<file path="src/rtl/alu_md_seq_if.sv">
// Handshake and operand/result bundle for alu_md_seq.
// The master issues operations and the slave is the ALU itself.
interface alu_md_seq_if #(
  parameter int N = 32
);
  logic         start;
  logic [2:0]   op;
  logic [N-1:0] a;
  logic [N-1:0] b;
  logic         cin;
  logic         ready;
  logic         done;
  logic [N-1:0] result;
  logic [N-1:0] hi;
  logic         cout;
  logic         v;
  logic         z;
  logic         dbz;

  modport master (
    output start, op, a, b, cin,
    input  ready, done, result, hi, cout, v, z, dbz
  );

  modport slave (
    input  start, op, a, b, cin,
    output ready, done, result, hi, cout, v, z, dbz
  );
endinterface

</file>
<file path="src/rtl/alu_md_seq.sv">
// Registered ALU with iterative unsigned multiply/divide behind a start/done handshake.
// Define ALU_MD_DIV_EN to build the restoring divider; otherwise DIVU is a one-cycle unsupported op.
module alu_md_seq #(
  parameter int N = 32
) (
  input  logic        clk,
  input  logic        rst,
  alu_md_seq_if.slave bus
);
  localparam int CW = $clog2(N) + 1;

  localparam logic [2:0] OP_ADD   = 3'd0;
  localparam logic [2:0] OP_SUB   = 3'd1;
  localparam logic [2:0] OP_AND   = 3'd2;
  localparam logic [2:0] OP_OR    = 3'd3;
  localparam logic [2:0] OP_XOR   = 3'd4;
  localparam logic [2:0] OP_MULU  = 3'd5;
  localparam logic [2:0] OP_DIVU  = 3'd6;
  localparam logic [2:0] OP_SCALE = 3'd7;

  typedef enum logic {IDLE, RUN} state_t;

  state_t         state_q, state_d;
  logic [N-1:0]   result_q, result_d;
  logic [N-1:0]   hi_q, hi_d;
  logic [N-1:0]   opnd_q, opnd_d;
  logic [2*N-1:0] work_q, work_d;
  logic [CW-1:0]  cnt_q, cnt_d;
  logic           is_div_q, is_div_d;
  logic           done_q, done_d;
  logic           cout_q, cout_d;
  logic           v_q, v_d;
  logic           z_q, z_d;
  logic           dbz_q, dbz_d;

  logic [N-1:0]   b_eff, sum, scaled;
  logic           c_in_eff, c_top, c_msb, scale_v;
  logic [N:0]     mul_sum;
  logic [2*N-1:0] mul_step;

  // SUB reuses the adder as a + ~b + 1; c_msb recovers the carry into the MSB.
  always_comb begin
    b_eff    = (bus.op == OP_SUB) ? ~bus.b : bus.b;
    c_in_eff = (bus.op == OP_SUB) ? 1'b1 : bus.cin;
    {c_top, sum} = {1'b0, bus.a} + {1'b0, b_eff} + {{N{1'b0}}, c_in_eff};
    c_msb    = sum[N-1] ^ bus.a[N-1] ^ b_eff[N-1];
  end

  always_comb begin
    scaled  = '0;
    scale_v = 1'b0;
    case (bus.b[2:0])
      3'd0: scaled = $signed(bus.a) >>> 3;
      3'd1: scaled = $signed(bus.a) >>> 2;
      3'd2: scaled = $signed(bus.a) >>> 1;
      3'd3: scaled = bus.a;
      3'd4: begin
        scaled  = bus.a << 1;
        scale_v = ($signed(scaled) >>> 1) != $signed(bus.a);
      end
      3'd5: begin
        scaled  = bus.a << 2;
        scale_v = ($signed(scaled) >>> 2) != $signed(bus.a);
      end
      3'd6: begin
        scaled  = bus.a << 3;
        scale_v = ($signed(scaled) >>> 3) != $signed(bus.a);
      end
      default: scaled = '0;
    endcase
  end

  // work_q holds {partial high, multiplier} and shifts right once per iteration.
  always_comb begin
    mul_sum  = {1'b0, work_q[2*N-1:N]} + {1'b0, (work_q[0] ? opnd_q : {N{1'b0}})};
    mul_step = {mul_sum, work_q[N-1:1]};
  end

`ifdef ALU_MD_DIV_EN
  logic [N:0]     div_shift, div_trial;
  logic [2*N-1:0] div_step;

  // Restoring division: work_q holds {remainder, dividend/quotient} and shifts left.
  always_comb begin
    div_shift = work_q[2*N-1:N-1];
    div_trial = div_shift - {1'b0, opnd_q};
    if (!div_trial[N]) begin
      div_step = {div_trial[N-1:0], work_q[N-2:0], 1'b1};
    end else begin
      div_step = {div_shift[N-1:0], work_q[N-2:0], 1'b0};
    end
  end
`endif

  always_comb begin
    state_d  = state_q;
    result_d = result_q;
    hi_d     = hi_q;
    opnd_d   = opnd_q;
    work_d   = work_q;
    cnt_d    = cnt_q;
    is_div_d = is_div_q;
    done_d   = 1'b0;
    cout_d   = cout_q;
    v_d      = v_q;
    z_d      = z_q;
    dbz_d    = dbz_q;
    case (state_q)
      IDLE: begin
        if (bus.start) begin
          case (bus.op)
            OP_ADD, OP_SUB: begin
              done_d = 1'b1; result_d = sum; hi_d = '0;
              cout_d = c_top; v_d = c_top ^ c_msb; dbz_d = 1'b0;
            end
            OP_AND, OP_OR, OP_XOR: begin
              done_d = 1'b1; hi_d = '0; cout_d = 1'b0; v_d = 1'b0; dbz_d = 1'b0;
              if (bus.op == OP_AND)     result_d = bus.a & bus.b;
              else if (bus.op == OP_OR) result_d = bus.a | bus.b;
              else                      result_d = bus.a ^ bus.b;
            end
            OP_SCALE: begin
              done_d = 1'b1; result_d = scaled; hi_d = '0;
              cout_d = 1'b0; v_d = scale_v; dbz_d = 1'b0;
            end
            OP_MULU: begin
              work_d = {{N{1'b0}}, bus.b}; opnd_d = bus.a;
              cnt_d = '0; is_div_d = 1'b0; state_d = RUN;
            end
            OP_DIVU: begin
`ifdef ALU_MD_DIV_EN
              work_d = {{N{1'b0}}, bus.a}; opnd_d = bus.b;
              cnt_d = '0; is_div_d = 1'b1; state_d = RUN;
`else
              done_d = 1'b1; result_d = '0; hi_d = '0;
              cout_d = 1'b0; v_d = 1'b1; dbz_d = 1'b0;
`endif
            end
            default: ;
          endcase
        end
      end
      RUN: begin
        cnt_d = cnt_q + CW'(1);
`ifdef ALU_MD_DIV_EN
        work_d = is_div_q ? div_step : mul_step;
`else
        work_d = mul_step;
`endif
        if (cnt_q == CW'(N - 1)) begin
          state_d  = IDLE;
          done_d   = 1'b1;
          result_d = work_d[N-1:0];
          hi_d     = work_d[2*N-1:N];
          cout_d   = 1'b0;
          v_d      = !is_div_q && (work_d[2*N-1:N] != '0);
          dbz_d    = is_div_q && (opnd_q == '0);
        end
      end
      default: state_d = IDLE;
    endcase
    if (done_d) z_d = (result_d == '0);
  end

  always_ff @(posedge clk) begin
    if (rst) begin
      state_q  <= IDLE;
      result_q <= '0;
      hi_q     <= '0;
      opnd_q   <= '0;
      work_q   <= '0;
      cnt_q    <= '0;
      is_div_q <= 1'b0;
      done_q   <= 1'b0;
      cout_q   <= 1'b0;
      v_q      <= 1'b0;
      z_q      <= 1'b0;
      dbz_q    <= 1'b0;
    end else begin
      state_q  <= state_d;
      result_q <= result_d;
      hi_q     <= hi_d;
      opnd_q   <= opnd_d;
      work_q   <= work_d;
      cnt_q    <= cnt_d;
      is_div_q <= is_div_d;
      done_q   <= done_d;
      cout_q   <= cout_d;
      v_q      <= v_d;
      z_q      <= z_d;
      dbz_q    <= dbz_d;
    end
  end

  assign bus.ready  = (state_q == IDLE);
  assign bus.done   = done_q;
  assign bus.result = result_q;
  assign bus.hi     = hi_q;
  assign bus.cout   = cout_q;
  assign bus.v      = v_q;
  assign bus.z      = z_q;
  assign bus.dbz    = dbz_q;
endmodule

</file>
<file path="src/flat_wrapper.sv">
// flat-port wrapper written by rule: the top's interface ports become plain ports
module alu_md_seq_flat 
#(
  parameter int N = 32
)
  (clk, rst, bus_start, bus_op, bus_a, bus_b, bus_cin, bus_ready, bus_done, bus_result, bus_hi, bus_cout, bus_v, bus_z, bus_dbz);
  alu_md_seq_if #(.N(N)) bus_i ();
  input  logic clk;
  input  logic rst;
  input wire logic [$bits(bus_i.start)-1:0] bus_start;
  input wire logic [$bits(bus_i.op)-1:0] bus_op;
  input wire logic [$bits(bus_i.a)-1:0] bus_a;
  input wire logic [$bits(bus_i.b)-1:0] bus_b;
  input wire logic [$bits(bus_i.cin)-1:0] bus_cin;
  output wire logic [$bits(bus_i.ready)-1:0] bus_ready;
  output wire logic [$bits(bus_i.done)-1:0] bus_done;
  output wire logic [$bits(bus_i.result)-1:0] bus_result;
  output wire logic [$bits(bus_i.hi)-1:0] bus_hi;
  output wire logic [$bits(bus_i.cout)-1:0] bus_cout;
  output wire logic [$bits(bus_i.v)-1:0] bus_v;
  output wire logic [$bits(bus_i.z)-1:0] bus_z;
  output wire logic [$bits(bus_i.dbz)-1:0] bus_dbz;
  assign bus_i.start = bus_start;
  assign bus_i.op = bus_op;
  assign bus_i.a = bus_a;
  assign bus_i.b = bus_b;
  assign bus_i.cin = bus_cin;
  assign bus_ready = bus_i.ready;
  assign bus_done = bus_i.done;
  assign bus_result = bus_i.result;
  assign bus_hi = bus_i.hi;
  assign bus_cout = bus_i.cout;
  assign bus_v = bus_i.v;
  assign bus_z = bus_i.z;
  assign bus_dbz = bus_i.dbz;
  alu_md_seq #(.N(N)) u_core (.clk(clk), .rst(rst), .bus(bus_i));
endmodule
</file>
<file path="config.mk">
export PLATFORM = sky130hd
export DESIGN_NAME = alu_md_seq_flat
export DESIGN_NICKNAME = d
export VERILOG_FILES = /design/src/rtl/alu_md_seq_if.sv /design/src/rtl/alu_md_seq.sv /design/src/flat_wrapper.sv
export SDC_FILE = /design/constraint.sdc
export NUM_CORES = 1
export LEC_CHECK = 0
export ABC_AREA = 1
export BUFFER_PORTS_ARGS = -buffer_cell sky130_fd_sc_hd__buf_2
export CORE_MARGIN = 10
export CORE_UTILIZATION = 45
export CTS_BUF_LIST = sky130_fd_sc_hd__clkbuf_16
export CTS_CLUSTER_SIZE = 12
export DETAILED_ROUTE_END_ITERATION = 8
export PLACE_DENSITY = 0.65
export SYNTH_ARGS = -nofsm -noshare
export SYNTH_HDL_FRONTEND = slang
export SYNTH_SLANG_ARGS = --single-unit
export TNS_END_PERCENT = 100
</file>
<file path="constraint.sdc">
create_clock -name clk -period 3.6 [get_ports clk]
set_clock_uncertainty 0.15 [all_clocks]
set_input_delay 0.36 -clock clk [delete_from_list [all_inputs] [get_ports clk]]
set_output_delay 0.36 -clock clk [all_outputs]
set_load 0.005 [all_outputs]
</file>
# Word-level counts from Yosys, hierarchy flattened
# Cells that the tools add are included.
# word_totals
register_bits	172
input_bits	71
output_inout_bits	70
wordCells	99
# op_classes
addsub	4
n_eq_ne	23
muxes	40
bitwise_logic	8
n_reduce_logical	13
# ops
cell	n
32-bit 2-to-1 mux	9
32-bit case mux with 7 select lines	1
64-bit 2-to-1 mux	2
32-bit case mux with 2 select lines	2
32-bit case mux with 4 select lines	1
64-bit case mux with 2 select lines	1
32-bit by 32-bit adder with 33-bit output	2
33-bit by 1-bit adder with 33-bit output	1
32-bit AND	1
32-bit logical NOT	1
32-bit NOT	1
32-bit OR	1
32-bit nonzero test	1
32-bit XOR	1
3-bit == test, second input constant	7
1-bit 2-to-1 mux	13
3-bit by 2-bit == test with 1-bit output, second input constant	4
6-bit 2-to-1 mux	2
1-bit case mux with 2 select lines	6
6-bit case mux with 2 select lines	1
3-bit AND reduction	4
7-bit OR reduction	1
6-bit by 1-bit adder with 6-bit output, second input constant	1
3-bit by 1-bit == test with 1-bit output, second input constant	2
other kinds (17)	22

# Longest topological paths before layout
# logic_depth
word_depth	10
mapped_depth	30
mapped_depth_nobuf	28

# Least setup slack after synthesis
# Ideal clock, no wire load.
# synth_path
path_type	in2reg
startpoint	in bus_op[1]
endpoint	reg u_core.z_q (netlist: u_core.bus.z)
setup_ps	70
arrival_ps	3364
required_ps	3380
slack_ps	16
stages	23
path_buffers	2
cell_sequence	buf_4 -> inv_2 -> nand2_1 -> inv_2 -> nand2_1 -> buf_1 -> nand2_1 -> fa_1 -> inv_1 -> fa_1 -> inv_1 -> nand3_1 -> nand3_1 -> or2_2 -> nand3_1 -> nand3_1 -> a21oi_1 -> nand2_1 -> nor2_1 -> nand2_1 -> nor2_1 -> nand4_1 -> a21oi_1
# synth_between
elab_chain_len	8
word_cells_on_any_way	23
cone_classes	add/sub: 2; eq/ne: 6; mux: 10; reduce/logical: 5
# synth_rtl
item	line	text
from (decl)	flat_wrapper.sv:11	input wire logic [$bits(bus_i.op)-1:0] bus_op;
3-bit by 1-bit == test with 1-bit output	alu_md_seq.sv:43, alu_md_seq.sv:44, alu_md_seq.sv:111	
32-bit 2-to-1 mux	alu_md_seq.sv:43	b_eff = (bus.op == OP_SUB) ? ~bus.b : bus.b;
32-bit by 32-bit adder with 33-bit output	alu_md_seq.sv:45	{c_top, sum} = {1'b0, bus.a} + {1'b0, b_eff} + {{N{1'b0}}, c_in_eff};
33-bit by 1-bit adder with 33-bit output	alu_md_seq.sv:45	
32-bit case mux with 4 select lines	alu_md_seq.sv:111	case (bus.op)
32-bit 2-to-1 mux	alu_md_seq.sv:110	if (bus.start) begin
32-bit case mux with 2 select lines	alu_md_seq.sv:108	case (state_q)
32-bit logical NOT	alu_md_seq.sv:162	if (done_d) z_d = (result_d == '0);
to (signal assigned)	alu_md_seq.sv:190	z_q <= z_d;
to (decl)	alu_md_seq.sv:33	logic z_q, z_d;
# Several ways; a longest one is shown, not always the timed one.
# A chain may end at the register's enable or synchronous reset.

# Worst setup path after layout
# layout_path
startpoint	reg u_core.work_q[0]
endpoint	reg u_core.v_q (netlist: u_core.bus.v)
# layout_between
elab_chain_len	5
# layout_rtl
item	line	text
from (decl)	alu_md_seq.sv:27	logic [2*N-1:0] work_q, work_d;
from (signal assigned)	alu_md_seq.sv:184	work_q <= work_d;
32-bit 2-to-1 mux	alu_md_seq.sv:75	mul_sum = {1'b0, work_q[2*N-1:N]} + {1'b0, (work_q[0] ? opnd_q : {N{1'b0}})};
32-bit by 32-bit adder with 33-bit output	alu_md_seq.sv:75	
32-bit nonzero test	alu_md_seq.sv:156	v_d = !is_div_q && (work_d[2*N-1:N] != '0);
1-bit 2-to-1 mux	alu_md_seq.sv:150	if (cnt_q == CW'(N - 1)) begin
1-bit case mux with 2 select lines	alu_md_seq.sv:108	
to (signal assigned)	alu_md_seq.sv:189	v_q <= v_d;
to (decl)	alu_md_seq.sv:32	logic v_q, v_d;
# No other way between the ends. The select of a mux whose other input is x is not followed.

==> results by group <==
Critical path
  – Crit path to: u_core.bus.v
  – Startpoint Class: flop
  – Crit. End Element: flop
  – Crit-path leading delay family: simple AND/OR/NAND/NOR gates
  – Crit Reg-Reg Endpoint: u_core.bus.v
  – Worst path slowest cell: ha_1
  – Critical path class: flop to flop
  – Worst r2r src: u_core.work_q[0]
  – CP Depth: 19
  – Worst path max stage delay: 0.34 ns
  – Worst EP arrival: 3.57 ns
  – Critical Path Start: u_core.work_q[0]
  – Worst reg2reg path depth: 19
  – Worst Path Max Fanout: 18
  – CP required: 3.80 ns
  – Buf/Inv on CP: 4
  – Critical path cell sequence: buf_4 > buf_4 > nand2_1 > inv_1 > ha_1 > nand2_1 > inv_1 > nand2_1 > nor2_1 > nand4_1 > nand4_1 > xnor2_1 > nand2_1 > nor2_1 > nand2_1 > nor2_1 > a21oi_1 > nor2_1 > nor2_1
  – Register-to-register setup slack: 0.23 ns

Floorplan
  – Initial Utilization: 45.6%
  – Top-Level Pins: 141
  – Die W: 207 um
  – Die H: 207 um
  – Core ar.: 0.0345 mm2
  – Row cnt: 68
  – Die Area: 0.0429 mm2

Placement
  – Worst slack, placed: -0.187 ns
  – Port bufs: 139
  – Dpl hpwl: 48.0 mm
  – RePlAce Congestion: 0.993
  – Inst Count DP: 3,308

Logic synthesis
  – Mapped Nets: 2,889
  – Post-synth EDFFs: 0
  – Fraction of registers with async set/reset: 0%
  – Synthesized instance count: 2,687
  – Top_reg_cell synth: dfxtp_1
  – Sequential cell area fraction in the yosys report: 21.7%
  – Synth Register Bits: 171
  – Synth warnings: 0
  – Syn avg cell area: 5.86 um2
  – Synthesized area: 0.0157 mm2
  – Netlist cell types: 44

Clock tree
  – TritonCTS clock tree: built
  – Clock tree buffer depth: 2
  – Root Buffer: clkbuf_16
  – CTS sink cnt: 171
  – Clk Latency, worst-skew pair: 0.46 ns
  – Clock Pin Slew Worst Setup and Hold Paths: 0.07 ns
  – CTS Buf Count: 17
  – Setup bufs post-CTS: 0
  – H-tree Lvls: 4

Routing
  – DRC Markers: 0
  – Routed WL per cell: 18.3 um
  – Vias per inst: 5.50
  – WL final: 61.0 mm
  – Drt first-iter violations: 1,869
  – Drt pass-1 iters: 6
  – Antenna viol nets, final: 0
  – Via count: 18,364

GRT
  – GR Util met1: 35.6%
  – GRT Util Overall: 27.1%
  – Met2 usage: 45.3%
  – Antenna violations before repair: 0
  – Grt total ovfl: 0
  – First-pass GRT wire length: 95.4 mm
  – GR peak layer: met2
  – Vias in the first global route: 17,210
  – Global-route met3 utilization: 3.58%
  – Pin count of the biggest net entering global routing: 85

Timing
  – Max Fclk: 296 MHz
  – Final worst-path cycle share: 93.7%
  – Final WS setup: 0.225 ns
  – Final hold viol count: 0
  – Rel. slew slack: 30.9%
  – Final setup vio count: 0
  – RSZ-0062 raised after global routing: false
  – Max Slew Vio Count: 0
  – Worst slew pin tran: 1.04 ns
  – Total negative setup slack: 0 ns
  – Tmin final: 3.37 ns

Finish
  – Highest-count cells in the layout ignoring fill and taps: nand2_1, inv_1, nor2_1, a21oi_1, dfxtp_1
  – Layout area overhead: 16.0%
  – Final std cells w/o fill: 3,339
  – Most common cell after layout, fill and taps aside: nand2_1
  – Share of cells above drive strength 1: 12.6%
  – ANT cells: 0
  – Fillers: 3,699
  – Layout Nets: 3,074

Power
  – Max VDD drop: 0.280 mV
  – Leak: 9.40 nW
  – Cell area power density: 317 mW/mm2

Worst hold path
  – Hold depth: 3
  – Worst Hold Class: primary input to flop

Outcome
  – Outcome: finished clean

Run
  – Max-cap violations: 0
[per-stage QoR]
| stage | total power, mW | instance area [um2] | utilization (%) | hold slack [ns] |
|---|---|---|---|---|
| detailed placement | 3.86 | 17700 | 51.1 | 0.305 |
| global route | 6.10 | 18300 | 52.9 | 0.0760 |
| floorplan | 3.11 | 15700 | - | 0.295 |
| CTS | 5.78 | 18300 | 52.8 | 0.0654 |
| finish | 5.79 | 18300 | 52.9 | 0.0753 |
| global placement | 3.84 | 17700 | 51.1 | 0.301 |
[sequential cells by signal, indices dropped and copies added (netlist names)]
| name | cells |
|---|---|
| u_core.state_q | 1 |
| u_core.bus.done | 1 |
| u_core.bus.cout | 1 |
| u_core.opnd_q | 32 |
| u_core.work_q | 64 |
| u_core.bus.result | 32 |
| u_core.cnt_q | 6 |
| u_core.bus.hi | 32 |
| u_core.bus.v | 1 |
| u_core.bus.z | 1 |
[cells in the mapped netlist, types with 4 or more instances]
cell,instances,area (um2)
nand2_1,808,3030
o211ai_1,32,240
nand3b_1,8,60.1
o21ai_0,126,631
nand3_2,4,40.0
nor2_1,268,1010
o21a_1,4,30.0
a22oi_1,22,165
clkbuf_1,64,240
nand3_1,139,696
inv_2,10,37.5
a31oi_1,34,213
o21bai_1,5,37.5
buf_2,24,120
ha_1,128,1600
or2_2,23,144
inv_1,360,1350
buf_1,14,52.6
nand2_2,4,25.0
clkinv_1,14,52.6
nand4_1,34,213
dfxtp_1,171,3420
buf_4,8,60.1
o22ai_1,52,325
a21oi_1,240,1200
xnor2_1,11,96.3
xor2_1,39,342
nor3_1,15,75.1
[final cells by class]
cell class | count | area (um2) | area share, %
sequential | 171 | 3420 | 18.7
clock buffer | 17 | 425 | 2.33
inverter | 384 | 1440 | 7.89
tap | 455 | 569 | 3.12
clock inverter | 14 | 159 | 0.870
timing repair buffer | 276 | 1800 | 9.86
multi-input combinational | 2022 | 10500 | 57.2
[worst reg2reg max path: cells and delay by family, from the launching register on]
| kind | cells | cell delay (ns) |
|---|---|---|
| AO/OA/AOI/OAI | 1 | 0.15 |
| XOR/XNOR | 1 | 0.15 |
| adder cells (fa/ha/maj) | 1 | 0.34 |
| buffers and inverters | 4 | 0.54 |
| flip-flops | 1 | 0.32 |
| AND/OR/NAND/NOR | 12 | 1.62 |
[power breakdown]
group	switching, mW	total [mW]	internal (mW)	leakage, nW
combinational	1.15	1.83	0.680	7.72
sequential	0.0599	2.03	1.97	1.39
clock	0.897	1.93	1.04	0.286
total	2.11	5.79	3.69	9.40
[metal layers]
metal  vias to the layer above  wire length (um)  part of all wire, %
li1                       9053                 -                    -
met1                      8486             26900                   44
met2                       720             28300                   46
met3                       105              4180                  6.9
met4                         0              1620                  2.6
met5                         -                 0                    0
[worst min-delay path by stage]
stage | to | from
floorplan | u_core.work_q[32] | u_core.work_q[32]
global placement | u_core.bus.hi[14] | u_core.bus.hi[14]
detailed placement | u_core.bus.hi[31] | u_core.bus.hi[31]
CTS | u_core.work_q[25] | bus_b[25]
global route | u_core.work_q[25] | bus_b[25]
finish | u_core.work_q[25] | bus_b[25]
[kinds of logic after synthesis]
group	count (synthesis)	share of synthesized area, %
AO/OA/AOI/OAI	528	18.7
flip-flops	171	21.7
adder cells (fa/ha/maj)	131	10.6
other	1	0.0238
buffers and inverters	494	12.2
XOR/XNOR	50	2.78
AND/OR/NAND/NOR	1312	34.0
[repair_timing]
| action | 4_1_cts | 5_1_grt |
|---|---|---|
| resized for setup | 0 | 5 |
| hold buffers | 0 | 0 |
| endpoints found under the setup margin | 0 | 1 |
Note: power is estimated with default switching activity, not from simulation.
